<file path="src/rtl/act_pkg.sv">
`default_nettype none
// ============================================================================
// Module      : act_pkg
// Description : Select encoding shared by the ACT-style mux and its pipeline.
// Revision    : 1.0 - initial release
// ============================================================================
package act_pkg;

  // {S1,S0} codes naming which candidate word is routed to the pipeline
  localparam logic [1:0] SEL_D00 = 2'b00;
  localparam logic [1:0] SEL_D01 = 2'b01;
  localparam logic [1:0] SEL_D10 = 2'b10;
  localparam logic [1:0] SEL_D11 = 2'b11;

  // ACT select terms: S1 is an OR of its pair, S0 is an AND of its pair
  function automatic logic [1:0] act_sel(input logic a1, input logic b1,
                                         input logic a0, input logic b0);
    return {a1 | b1, a0 & b0};
  endfunction

endpackage
`default_nettype wire

</file>
<file path="src/rtl/act_pipe_stage.sv">
`default_nettype none
// ============================================================================
// Module      : act_pipe_stage
// Description : One valid/ready pipeline slot. Loads when its upstream hands
//               a word over, empties when its word moves downstream.
// Revision    : 1.0 - initial release
// ============================================================================
module act_pipe_stage #(
  parameter int N = 8
) (
  input  logic         CLK,
  input  logic         CLR,
  input  logic         FLUSH,
  input  logic         up_valid,   // upstream moves (or input accepts) into us
  input  logic [N-1:0] up_data,
  input  logic         dn_free,    // downstream can take our word this cycle
  output logic         v,
  output logic [N-1:0] d,
  output logic         free
);

  logic         v_q, v_d;
  logic [N-1:0] d_q, d_d;

  // Next-state: flush drops occupancy only, a load wins over a departure
  always_comb begin
    v_d = v_q;
    d_d = d_q;
    if (FLUSH) begin
      v_d = 1'b0;
    end else if (up_valid) begin
      v_d = 1'b1;
      d_d = up_data;
    end else if (v_q && dn_free) begin
      v_d = 1'b0;
    end
  end

  // State register with synchronous active-low clear of valid and data
  always_ff @(posedge CLK) begin
    if (!CLR) begin
      v_q <= 1'b0;
      d_q <= '0;
    end else begin
      v_q <= v_d;
      d_q <= d_d;
    end
  end

  assign v    = v_q;
  assign d    = d_q;
  // A slot can take a new word if it is empty or its word leaves this cycle
  assign free = !v_q || dn_free;

endmodule
`default_nettype wire

</file>
<file path="src/rtl/act_seq_pipe.sv">
`default_nettype none
// ============================================================================
// Module      : act_seq_pipe
// Description : ACT 4:1 select feeding a DEPTH-stage valid/ready pipeline with
//               backpressure, flush and a registered occupancy count.
// Revision    : 1.0 - initial release
// ============================================================================
module act_seq_pipe
  import act_pkg::*;
#(
  parameter int N     = 8,
  parameter int DEPTH = 4,
  parameter int CNT_W = $clog2(DEPTH + 1)
) (
  input  logic             CLK,
  input  logic             CLR,
  input  logic [N-1:0]     D00,
  input  logic [N-1:0]     D01,
  input  logic [N-1:0]     D10,
  input  logic [N-1:0]     D11,
  input  logic             A1,
  input  logic             B1,
  input  logic             A0,
  input  logic             B0,
  input  logic             IN_VALID,
  output logic             IN_READY,
  output logic [N-1:0]     OUT_DATA,
  output logic             OUT_VALID,
  input  logic             OUT_READY,
  input  logic             FLUSH,
  output logic [CNT_W-1:0] OCC,
  output logic [1:0]       SEL
);

  logic [1:0]       w_sel;
  logic [N-1:0]     w_mux;
  logic             w_accept;
  logic             w_drain;
  logic [CNT_W-1:0] occ_q, occ_d;

  assign w_sel = act_sel(A1, B1, A0, B0);
  assign SEL   = w_sel;

  // 4:1 candidate select, sampled by the pipeline only on an accepting edge
  always_comb begin
    w_mux = D00;
    case (w_sel)
      SEL_D00: w_mux = D00;
      SEL_D01: w_mux = D01;
      SEL_D10: w_mux = D10;
      SEL_D11: w_mux = D11;
      default: w_mux = D00;
    endcase
  end

  // Stage chain; free ripples back combinationally from OUT_READY
  for (genvar k = 0; k < DEPTH; k++) begin : g_stage
    logic         v_k;
    logic         free_k;
    logic         up_k;
    logic         dn_k;
    logic [N-1:0] d_k;
    logic [N-1:0] din_k;

    if (k == 0) begin : g_head
      assign up_k  = w_accept;
      assign din_k = w_mux;
    end else begin : g_body
      // previous stage moves into this one
      assign up_k  = g_stage[k-1].v_k && free_k;
      assign din_k = g_stage[k-1].d_k;
    end

    if (k == DEPTH - 1) begin : g_tail
      assign dn_k = OUT_READY;
    end else begin : g_link
      assign dn_k = g_stage[k+1].free_k;
    end

    act_pipe_stage #(
      .N(N)
    ) u_stage (
      .CLK      (CLK),
      .CLR      (CLR),
      .FLUSH    (FLUSH),
      .up_valid (up_k),
      .up_data  (din_k),
      .dn_free  (dn_k),
      .v        (v_k),
      .d        (d_k),
      .free     (free_k)
    );
  end

  assign IN_READY  = g_stage[0].free_k && !FLUSH;
  assign w_accept  = IN_VALID && IN_READY;
  assign OUT_VALID = g_stage[DEPTH-1].v_k;
  assign OUT_DATA  = g_stage[DEPTH-1].d_k;
  // Bubbles move without changing the count, so only the ends matter
  assign w_drain   = OUT_VALID && OUT_READY;

  // Occupancy next-state: +1 on accept, -1 on drain, zero on flush
  always_comb begin
    occ_d = occ_q;
    if (FLUSH) begin
      occ_d = '0;
    end else begin
      occ_d = occ_q + CNT_W'(w_accept) - CNT_W'(w_drain);
    end
  end

  // Occupancy register, updated on the same edge as the stage valid bits
  always_ff @(posedge CLK) begin
    if (!CLR) begin
      occ_q <= '0;
    end else begin
      occ_q <= occ_d;
    end
  end

  assign OCC = occ_q;

endmodule
`default_nettype wire

</file>
<file path="config.mk">
export PLATFORM = sky130hd
export DESIGN_NAME = act_seq_pipe
export DESIGN_NICKNAME = d
export VERILOG_FILES = /design/src/rtl/act_pkg.sv /design/src/rtl/act_pipe_stage.sv /design/src/rtl/act_seq_pipe.sv
export SDC_FILE = /design/constraint.sdc
export NUM_CORES = 1
export LEC_CHECK = 0
export ABC_AREA = 1
export CAP_MARGIN = 5
export CORE_MARGIN = 4
export CORE_UTILIZATION = 30
export CTS_BUF_LIST = sky130_fd_sc_hd__clkbuf_4 sky130_fd_sc_hd__clkbuf_8 sky130_fd_sc_hd__clkbuf_16
export DETAILED_ROUTE_END_ITERATION = 10
export GPL_ROUTABILITY_DRIVEN = 0
export PLACE_DENSITY = 0.53
export SLEW_MARGIN = 20
export SYNTH_ARGS = -nofsm -noshare
export SYNTH_HDL_FRONTEND = slang
export SYNTH_SLANG_ARGS = --single-unit
</file>
<file path="constraint.sdc">
create_clock -name CLK -period 3.3 [get_ports CLK]
set_input_delay 0.66 -clock CLK [delete_from_list [all_inputs] [get_ports CLK]]
set_output_delay 0.66 -clock CLK [all_outputs]
set_load 0.03 [all_outputs]
</file>
==> flow_metrics.py, run 1 <==
metrics = {
    "finish": {
        "final_layout_size_suffix_gt1_frac": 0.112,
        "instances_no_fill": 376,
        "nNetsFinal": 348,
        "layout.filler_cells": 611,
        "final_util": 0.442,
        "antenna_cells_inserted": 0,
        "area.growth.synth_to_final_pct": 39.0,
    },
    "grt": {
        "maximum_number_of_pins_on_one_net_before_global_route_repair": 18,
        "grt_antenna_before_repair": 0,
        "grt_overflow": 0,
        "vias_in_the_first_global_route": 1586,
        "first_pass_grt_wire_length_mm": 6.56,
        "grtUsageTotal": 0.108,
    },
    "cts": {
        "cts-buffers-inserted": 5,
        "clock_tree_from_tritoncts": "yes",
        "cts.repair_timing.setup_buffer_count": 0,
        "clk_latency_ns": 0.28,
        "clock_tree.buffer_depth": 2,
        "clock_sinks": 39,
        "clk_transition_reported_paths_ns": 0.07,
        "cts.repair.resized": 0,
        "ctsRootBufferMaster": "sky130_fd_sc_hd__clkbuf_8",
        "cts_htree_levels": 2,
        "cts-hold-fix-buffers": 0,
    },
    "detailed_routing": {
        "vias": 1588,
        "first_pass_iters": 5,
        "post-route-drc-count": 0,
        "drt-vias-per-instance": 4.22,
        "final_antenna_net_count": 0,
        "routedWlPerCell_um": 9.73,
        "drtIter0Drc": 22,
        "routed_wl_mm": 3.66,
    },
    "setup_path": {
        "critical_path.max_fanout": 14,
        "critical_path.cell_chain": "clkdlybuf4s50_1 -> nand2_2 -> inv_2 -> clkdlybuf4s50_1",
        "worstPathRequired_ns": 2.64,
        "critical_path.reg2reg.startpoint": "g_stage[3].u_stage.v$_SDFFE_PP0P_",
        "arrival_ns": 2.16,
        "crit_cells": 4,
        "worst_path_max_delay_cell": "sky130_fd_sc_hd__clkdlybuf4s50_1",
        "critical_path.startpoint_type": "input port",
        "crit_top_cell": "sky130_fd_sc_hd__clkdlybuf4s50_1",
        "max_stage_delay_ns": 0.68,
        "ff2ff_setup_slack_ns": 1.08,
        "critPathLaunch": "A0",
        "critPathTopFamily": "buffers and inverters",
        "worstSetupPathType": "input port to output port",
        "critical_path_buf_inv_count": 3,
        "worst-r2r-cell-count": 12,
        "reg2reg_capture_point": "OCC[2]$_SDFF_PP0_",
        "setup.worst_path.end_class": "output port",
    },
    "die": {
        "dieHeight_um": 85.3,
        "placeableCoreArea_um2": 5640,
        "die_width_um": 85.3,
        "floorplan.initialDensity": 0.318,
        "number_of_primary_i_o_pins": 56,
        "die_area_um2": 7270,
        "row_count": 27,
    },
    "pwr": {
        "vdd_ir_drop_max_mv": 0.216,
        "power.density_cell_area_nw_per_um2": 374,
        "static-leakage-power_nw": 1.01,
        "post-layout-total-power_w": 0.000931,
    },
    "hold_path": {
        "holdCritPathClass": "register to register",
        "worstHoldStart": "g_stage[0].u_stage.d[2]$_SDFFE_PN0P_",
        "worstHoldEndpoint": "g_stage[1].u_stage.d[2]$_SDFFE_PN0P_",
        "min_path_cells": 2,
    },
    "synth": {
        "synth_seq_cells": 39,
        "ys_dominant_reg_cell": "sky130_fd_sc_hd__dfxtp_1",
        "count_of_cell_types_in_the_netlist": 29,
        "syn_avg_cell_area_um2": 7.28,
        "syn_nets": 290,
        "synth.yosys.warnings": 0,
        "seq_area_frac_synth": 0.436,
        "synth_async_sr_flop_share": 0,
        "syn-cell-area_um2": 1790,
        "edff_count_synth": 0,
        "synthesis.instances": 246,
    },
    "place": {
        "numPlacedInstances": 369,
        "detail_placement_hpwl_mm": 2.96,
        "preCtsSetupSlack_ns": 0.312,
        "port_buffers": 55,
    },
    "timing": {
        "unrepaired_setup_endpoints_after_global_routing": "no",
        "final.period_utilization": 0.854,
        "final_hold_viols": 0,
        "finClkSkew_ns": 0.00241,
        "worstMarginPinSlew_ns": 0.495,
        "clock.fmax_mhz": 355,
        "timing.setup.tns_ns": 0,
        "finalWorstSetupSlack_ns": 0.483,
        "slew_viol_final": 0,
        "period_needed_ns": 2.82,
        "setup_viol": 0,
        "slew_headroom": 0.669,
    },
    "status": {
        "status": "finished, final reports clean",
    },
    "job": {
        "maxCapViolCount": 0,
    },
}
-- power by group --
part	internal, W	switching [W]	leakage [nW]	total (W)
combinational	0.0000727	0.0000634	0.649	0.000136
clock	0.000164	0.000146	0.0470	0.000310
sequential	0.000482	0.00000353	0.316	0.000485
total	0.000718	0.000213	1.01	0.000931
-- cell type report --
| cell class | instances | area, um^2 | share of cell area |
|---|---|---|---|
| Multi-Input combinational cell | 174 | 862 | 0.346 |
| Sequential cell | 39 | 781 | 0.313 |
| Timing Repair Buffer | 58 | 573 | 0.230 |
| Inverter | 26 | 97.6 | 0.0392 |
| Tap cell | 72 | 90.1 | 0.0362 |
| Clock buffer | 6 | 82.6 | 0.0331 |
| Clock inverter | 1 | 5.00 | 0.00201 |
-- logic make-up after synthesis --
logic type      share of synthesized area
flops                               0.436
xor+xnor                          0.00489
fa+ha+maj                          0.0251
compound gates                      0.120
buf+inv                            0.0831
simple gates                        0.331
-- how the worst max path moves through the flow --
stage	end	slack, ns
6_report	SEL[0]	0.48
5_1_grt	SEL[0]	0.40
4_1_cts	IN_READY	0.47
3_5_place_dp	OCC[2]$_SDFF_PP0_	0.31
3_3_place_gp	OCC[2]$_SDFF_PP0_	0.38
2_1_floorplan	OCC[2]$_SDFF_PP0_	0.76
-- layout by cell type (no fill, tap or decap), types with 2 or more instances in the layout --
master / count
sky130_fd_sc_hd__nor2_4: 2
sky130_fd_sc_hd__o21ai_0: 23
sky130_fd_sc_hd__clkbuf_8: 6
sky130_fd_sc_hd__o21ai_1: 3
sky130_fd_sc_hd__ha_1: 2
sky130_fd_sc_hd__nor2_2: 6
sky130_fd_sc_hd__nand2_2: 2
sky130_fd_sc_hd__nand4_1: 4
sky130_fd_sc_hd__dfxtp_1: 39
sky130_fd_sc_hd__nor2_1: 47
sky130_fd_sc_hd__inv_2: 6
sky130_fd_sc_hd__nand2_1: 46
sky130_fd_sc_hd__o21ai_2: 2
sky130_fd_sc_hd__nand3_1: 15
sky130_fd_sc_hd__inv_1: 20
sky130_fd_sc_hd__buf_4: 3
sky130_fd_sc_hd__a21oi_1: 10
sky130_fd_sc_hd__or2_0: 4
sky130_fd_sc_hd__clkdlybuf4s50_1: 55
sky130_fd_sc_hd__a21oi_2: 2
-- sequential cells by signal, indices dropped and copies added, names as in the netlist --
register / count
g_stage.u_stage.d: 32
g_stage.u_stage.v: 4
OCC: 3
-- per-layer routing --
metal	global-route usage	wire, um	vias to the layer above
met3	0.0447	386	4
met2	0.181	1550	63
li1	-	-	891
met5	0	0	-
met4	0.0374	41	0
met1	0.124	1680	630
-- worst reg2reg max path, delay by kind of cell, from the launching register on --
kind / cells / cell delay (ns)
buf+inv: 3 / 0.15
simple gates: 4 / 0.63
compound gates: 1 / 0.11
flops: 1 / 0.38
fa+ha+maj: 3 / 0.72
xor+xnor: 1 / 0.15
-- stage by stage --
step	hold slack (ns)	cell area, um^2
after floorplan	0.430	1790
after global placement	0.438	2400
after detailed placement	0.442	2400
after CTS	0.455	2490
after global routing	0.483	2490
final	0.453	2490
-- synthesized netlist by cell type (2+ instances only) --
cell	n	area, um^2
sky130_fd_sc_hd__nor2_1	47	176
sky130_fd_sc_hd__nand2_1	46	173
sky130_fd_sc_hd__dfxtp_1	39	781
sky130_fd_sc_hd__o21ai_0	23	115
sky130_fd_sc_hd__inv_1	20	75.1
sky130_fd_sc_hd__nand3_1	15	75.1
sky130_fd_sc_hd__a21oi_1	10	50.1
sky130_fd_sc_hd__inv_2	6	22.5
sky130_fd_sc_hd__nor2_2	6	37.5
sky130_fd_sc_hd__nand4_1	4	25.0
sky130_fd_sc_hd__or2_0	4	25.0
sky130_fd_sc_hd__o21ai_1	3	15.0
sky130_fd_sc_hd__a21oi_2	2	17.5
sky130_fd_sc_hd__clkbuf_1	2	7.51
sky130_fd_sc_hd__ha_1	2	25.0
sky130_fd_sc_hd__nand2_2	2	12.5
sky130_fd_sc_hd__nor2_4	2	22.5
sky130_fd_sc_hd__o21ai_2	2	17.5
No activity file was read; power rests on OpenSTA's default activity.
==> run 2, diff against run 1 <==
Clock period 3.3 ns to 3.57 ns, I/O delays scaled along.
==> run 2 against run 1 <==
Effect of this change:
- highest routed layer unchanged
- register-to-register slack better by 0.13 ns
- clock skew increased by 0.0054 ns
- cell count down 0.27%
- sequential cell count is the same
- combinational power fell by 8%
- largest power group unchanged
==> flow_metrics.py, run 2 (same netlist as run 1, synthesis figures left out) <==
metrics = {
    "cts": {
        "cts_htree_levels": 2,
        "clock_tree_from_tritoncts": "yes",
        "cts-hold-fix-buffers": 0,
        "clock_tree.buffer_depth": 2,
        "clk_transition_reported_paths_ns": 0.07,
        "cts.repair_timing.setup_buffer_count": 0,
        "cts.repair.resized": 0,
        "clk_latency_ns": 0.29,
        "clock_sinks": 39,
        "ctsRootBufferMaster": "sky130_fd_sc_hd__clkbuf_8",
        "cts-buffers-inserted": 5,
    },
    "hold_path": {
        "holdCritPathClass": "register to register",
    },
    "grt": {
        "maximum_number_of_pins_on_one_net_before_global_route_repair": 17,
        "grtUsageTotal": 0.110,
        "grt_overflow": 0,
        "vias_in_the_first_global_route": 1499,
        "first_pass_grt_wire_length_mm": 6.58,
        "grt_antenna_before_repair": 0,
    },
    "timing": {
        "worstMarginPinSlew_ns": 0.478,
        "slew_headroom": 0.680,
        "slew_viol_final": 0,
        "final_hold_viols": 0,
        "finClkSkew_ns": 0.00781,
        "unrepaired_setup_endpoints_after_global_routing": "no",
        "period_needed_ns": 2.93,
        "timing.setup.tns_ns": 0,
        "clock.fmax_mhz": 341,
        "final.period_utilization": 0.822,
        "setup_viol": 0,
    },
    "detailed_routing": {
        "routed_wl_mm": 3.73,
        "final_antenna_net_count": 0,
        "drtIter0Drc": 44,
        "drt-vias-per-instance": 4.20,
        "post-route-drc-count": 0,
        "vias": 1574,
        "first_pass_iters": 4,
        "routedWlPerCell_um": 9.95,
    },
    "finish": {
        "layout_common_cells": "sky130_fd_sc_hd__clkdlybuf4s50_1 (55), sky130_fd_sc_hd__nor2_1 (47), sky130_fd_sc_hd__nand2_1 (46)",
        "largest_register_ff_count": 32,
        "area.growth.synth_to_final_pct": 38.3,
        "instances_no_fill": 375,
        "final_layout_size_suffix_gt1_frac": 0.109,
        "mostFrequentLayoutCell": "sky130_fd_sc_hd__clkdlybuf4s50_1",
        "antenna_cells_inserted": 0,
        "final_design_area_no_fill_um2": 2480,
        "final_util": 0.439,
        "layout.filler_cells": 597,
        "nNetsFinal": 346,
    },
    "setup_path": {
        "critical_path.startpoint_type": "input port",
        "setup.worst_path.end_class": "output port",
        "arrival_ns": 2.22,
        "worstPathRequired_ns": 2.86,
        "critical_path.max_fanout": 6,
        "worstSetupPathType": "input port to output port",
    },
    "die": {
        "die_width_um": 85.3,
        "floorplan.initialDensity": 0.318,
        "number_of_primary_i_o_pins": 56,
        "die_area_um2": 7270,
        "row_count": 27,
        "dieHeight_um": 85.3,
        "placeableCoreArea_um2": 5640,
    },
    "job": {
        "maxCapViolCount": 0,
    },
    "pwr": {
        "power.density_cell_area_nw_per_um2": 347,
        "swShare": 0.239,
        "netSwitchingPower_w": 0.000206,
        "power.share.combinational": 0.145,
        "seq_power_share": 0.521,
        "static-leakage-power_nw": 1.00,
        "share_of_total_power_in_the_clock_network": 0.334,
        "vdd_ir_drop_max_mv": 0.136,
        "post-layout-total-power_w": 0.000860,
        "internal-power_w": 0.000655,
    },
    "place": {
        "placedInstanceArea_um2": 2390,
        "detail_placement_hpwl_mm": 2.98,
        "port_buffers": 55,
        "numPlacedInstances": 367,
    },
    "status": {
        "status": "finished, final reports clean",
    },
}
## run 2: final cells by class
cell class                 count  area [um^2]  area share
clock buffer                   6         76.3      0.0308
clock inverter                 2         12.5     0.00505
inverter                      26         97.6      0.0394
multi-input combinational    174          862       0.348
sequential                    39          781       0.315
tap                           72         90.1      0.0364
timing repair buffer          56          558       0.225
## run 2: layer usage
| metal | GRT usage | up-vias | routed length (um) |
|---|---|---|---|
| li1 | - | 889 | - |
| met1 | 0.134 | 627 | 1780 |
| met2 | 0.167 | 54 | 1500 |
| met3 | 0.0505 | 4 | 404 |
| met4 | 0.0475 | 0 | 48 |
| met5 | 0 | - | 0 |
## run 2: worst paths after layout
| path | cells past startpoint | from | to | slack [ns] |
|---|---|---|---|---|
| setup reg to reg | 12 | g_stage[3].u_stage.v$_SDFFE_PP0P_ | OCC[2]$_SDFF_PP0_ | 1.21 |
| hold reg to reg | 2 | g_stage[0].u_stage.d[1]$_SDFFE_PN0P_ | g_stage[1].u_stage.d[1]$_SDFFE_PN0P_ | 0.45 |
| setup / recovery | 4 | A1 | SEL[1] | 0.64 |
| hold / removal | 2 | g_stage[0].u_stage.d[1]$_SDFFE_PN0P_ | g_stage[1].u_stage.d[1]$_SDFFE_PN0P_ | 0.45 |
## run 2: stage by stage
stage	setup slack, ns	hold slack, ns
after detailed placement	0.381	0.440
after floorplan	0.974	0.430
after global placement	0.475	0.441
final	0.637	0.453
after CTS	0.626	0.453
after global routing	0.557	0.475
## run 2: power by group through the flow
stage	Sequential, W	Combinational (W)	Clock, W
6_report	0.000448	0.000125	0.000287
5_1_grt	0.000449	0.000141	0.000321
4_1_cts	0.000448	0.000126	0.000302
3_5_place_dp	0.000458	0.000126	0
3_3_place_gp	0.000458	0.000126	0
2_1_floorplan	0.000459	0.0000645	0
## run 2: critical path, cell delays in order
cell and delay, ns:
sky130_fd_sc_hd__clkdlybuf4s50_1 0.52, sky130_fd_sc_hd__inv_1 0.05, sky130_fd_sc_hd__nand2_1 0.21, sky130_fd_sc_hd__clkdlybuf4s50_1 0.72
==> run 3, diff against run 2 <==
Clock period 3.57 ns to 2.8 ns, I/O delays scaled along.
==> run 3 against run 2 <==
Effect of this change:
- cell count rose by 1.9%
- global-route usage fell by 0.053 points
- first-iteration DRC count down 4.5%
- sequential share of layout area is 0.84 points lower
- critical path type unchanged
==> flow_metrics.py, run 3 (same netlist as run 1, synthesis figures left out) <==
metrics = {
    "timing": {
        "slew_viol_final": 0,
        "slew_headroom": 0.789,
        "finalWorstSetupSlack_ns": 0.142,
        "worstMarginPinSlew_ns": 0.316,
        "finClkSkew_ns": 0.00333,
        "period_needed_ns": 2.66,
        "final.period_utilization": 0.949,
        "setup_viol": 0,
        "worst_hold_slack_ns": 0.454,
        "final_hold_viols": 0,
        "clock.fmax_mhz": 376,
        "unrepaired_setup_endpoints_after_global_routing": "no",
    },
    "hold_path": {
        "holdCritPathClass": "register to register",
    },
    "cts": {
        "clock_tree_from_tritoncts": "yes",
        "clk_latency_ns": 0.28,
        "cts.repair.resized": 0,
        "ctsRootBufferMaster": "sky130_fd_sc_hd__clkbuf_8",
        "cts-buffers-inserted": 5,
        "clock_sinks": 39,
        "cts-hold-fix-buffers": 0,
        "cts_htree_levels": 2,
        "cts.repair_timing.setup_buffer_count": 0,
        "clk_transition_reported_paths_ns": 0.07,
        "clock_tree.buffer_depth": 2,
    },
    "place": {
        "placedInstanceArea_um2": 2440,
        "numPlacedInstances": 374,
        "preCtsSetupSlack_ns": -0.0213,
        "port_buffers": 55,
        "detail_placement_hpwl_mm": 2.96,
    },
    "finish": {
        "layout_common_cells": "sky130_fd_sc_hd__clkdlybuf4s50_1 (55), sky130_fd_sc_hd__nor2_1 (47), sky130_fd_sc_hd__nand2_1 (46)",
        "final_design_area_no_fill_um2": 2540,
        "antenna_cells_inserted": 0,
        "final_layout_size_suffix_gt1_frac": 0.129,
        "largest_register_ff_count": 32,
        "instances_no_fill": 382,
        "mostFrequentLayoutCell": "sky130_fd_sc_hd__clkdlybuf4s50_1",
        "area.growth.synth_to_final_pct": 42.0,
        "nNetsFinal": 353,
    },
    "grt": {
        "vias_in_the_first_global_route": 1569,
        "maximum_number_of_pins_on_one_net_before_global_route_repair": 17,
        "first_pass_grt_wire_length_mm": 6.64,
        "grt_overflow": 0,
        "grtUsageTotal": 0.110,
        "grt_antenna_before_repair": 0,
    },
    "setup_path": {
        "crit_top_cell": "sky130_fd_sc_hd__clkdlybuf4s50_1",
        "max_stage_delay_ns": 0.58,
        "worst_path_max_delay_cell": "sky130_fd_sc_hd__clkdlybuf4s50_1",
        "critical_path.startpoint_type": "input port",
        "setup.worst_path.end_class": "output port",
        "worstSetupPathType": "input port to output port",
        "arrival_ns": 2.10,
        "worstPathRequired_ns": 2.24,
        "critical_path.cell_chain": "clkdlybuf4s50_1 -> nor2_4 -> nand4_2 -> buf_4 -> nand2_1 -> inv_1 -> clkdlybuf4s50_1",
        "critical_path.max_fanout": 2,
    },
    "die": {
        "dieHeight_um": 85.3,
        "number_of_primary_i_o_pins": 56,
        "die_width_um": 85.3,
        "floorplan.initialDensity": 0.318,
        "row_count": 27,
        "die_area_um2": 7270,
        "placeableCoreArea_um2": 5640,
    },
    "pwr": {
        "power.density_cell_area_nw_per_um2": 451,
        "static-leakage-power_nw": 1.04,
        "vdd_ir_drop_max_mv": 0.228,
        "post-layout-total-power_w": 0.00115,
    },
    "detailed_routing": {
        "first_pass_iters": 4,
        "drt-vias-per-instance": 4.19,
        "vias": 1600,
        "post-route-drc-count": 0,
        "routed_wl_mm": 3.71,
        "routedWlPerCell_um": 9.70,
        "final_antenna_net_count": 0,
        "drtIter0Drc": 42,
    },
    "status": {
        "status": "finished, final reports clean",
    },
    "job": {
        "maxCapViolCount": 0,
    },
}
-- run 3: cell types whose count changed in the layout (fill, tap and decap cells not counted) --
| cell | change |
|---|---|
| sky130_fd_sc_hd__buf_4 | +7 |
| sky130_fd_sc_hd__clkbuf_8 | +2 |
| sky130_fd_sc_hd__clkinv_2 | -1 |
| sky130_fd_sc_hd__clkinvlp_4 | -1 |
-- run 3: worst paths after layout --
kind              cells after the start                                    to                            startpoint  slack, ns
setup / recovery                      7                              IN_READY                             OUT_READY       0.14
hold / removal                        2  g_stage[1].u_stage.d[2]$_SDFFE_PN0P_  g_stage[0].u_stage.d[2]$_SDFFE_PN0P_       0.45
setup reg to reg                     12                     OCC[2]$_SDFF_PP0_     g_stage[3].u_stage.v$_SDFFE_PP0P_       0.63
hold reg to reg                       2  g_stage[1].u_stage.d[2]$_SDFFE_PN0P_  g_stage[0].u_stage.d[2]$_SDFFE_PN0P_       0.45
-- run 3: where the power goes --
part	switching [W]	leakage (nW)	internal (W)	total (W)
clock	0.000179	0.0549	0.000234	0.000413
sequential	0.00000424	0.316	0.000567	0.000572
combinational	0.0000754	0.673	0.0000885	0.000164
-- run 3: cell type report --
type | instances | area (um^2)
well taps | 72 | 90.1
fillers | 570 | 3100
inverters | 26 | 97.6
clock buffers | 8 | 104
flip-flops and latches | 39 | 781
multi-input cells | 174 | 862
repair buffers | 63 | 611
-- run 3: worst max-delay path, delay by kind of cell --
family,cells,cell delay (ns)
buffers and inverters,4,1.24
and+or+nand+nor,3,0.30
-- run 3: metal layers --
metal | wire [um] | global-route usage | vias up
li1 | - | - | 901
met1 | 1850 | 0.137 | 639
met2 | 1450 | 0.168 | 54
met3 | 354 | 0.0456 | 6
met4 | 56 | 0.0403 | 0
met5 | 0 | 0 | -
-- run 3: through the flow --
| stage | util | TNS, ns |
|---|---|---|
| 3_3_place_gp | 0.433 | 0 |
| 3_5_place_dp | 0.433 | -0.0213 |
| 2_1_floorplan | - | 0 |
| 6_report | 0.451 | 0 |
| 4_1_cts | 0.451 | 0 |
| 5_1_grt | 0.451 | 0 |
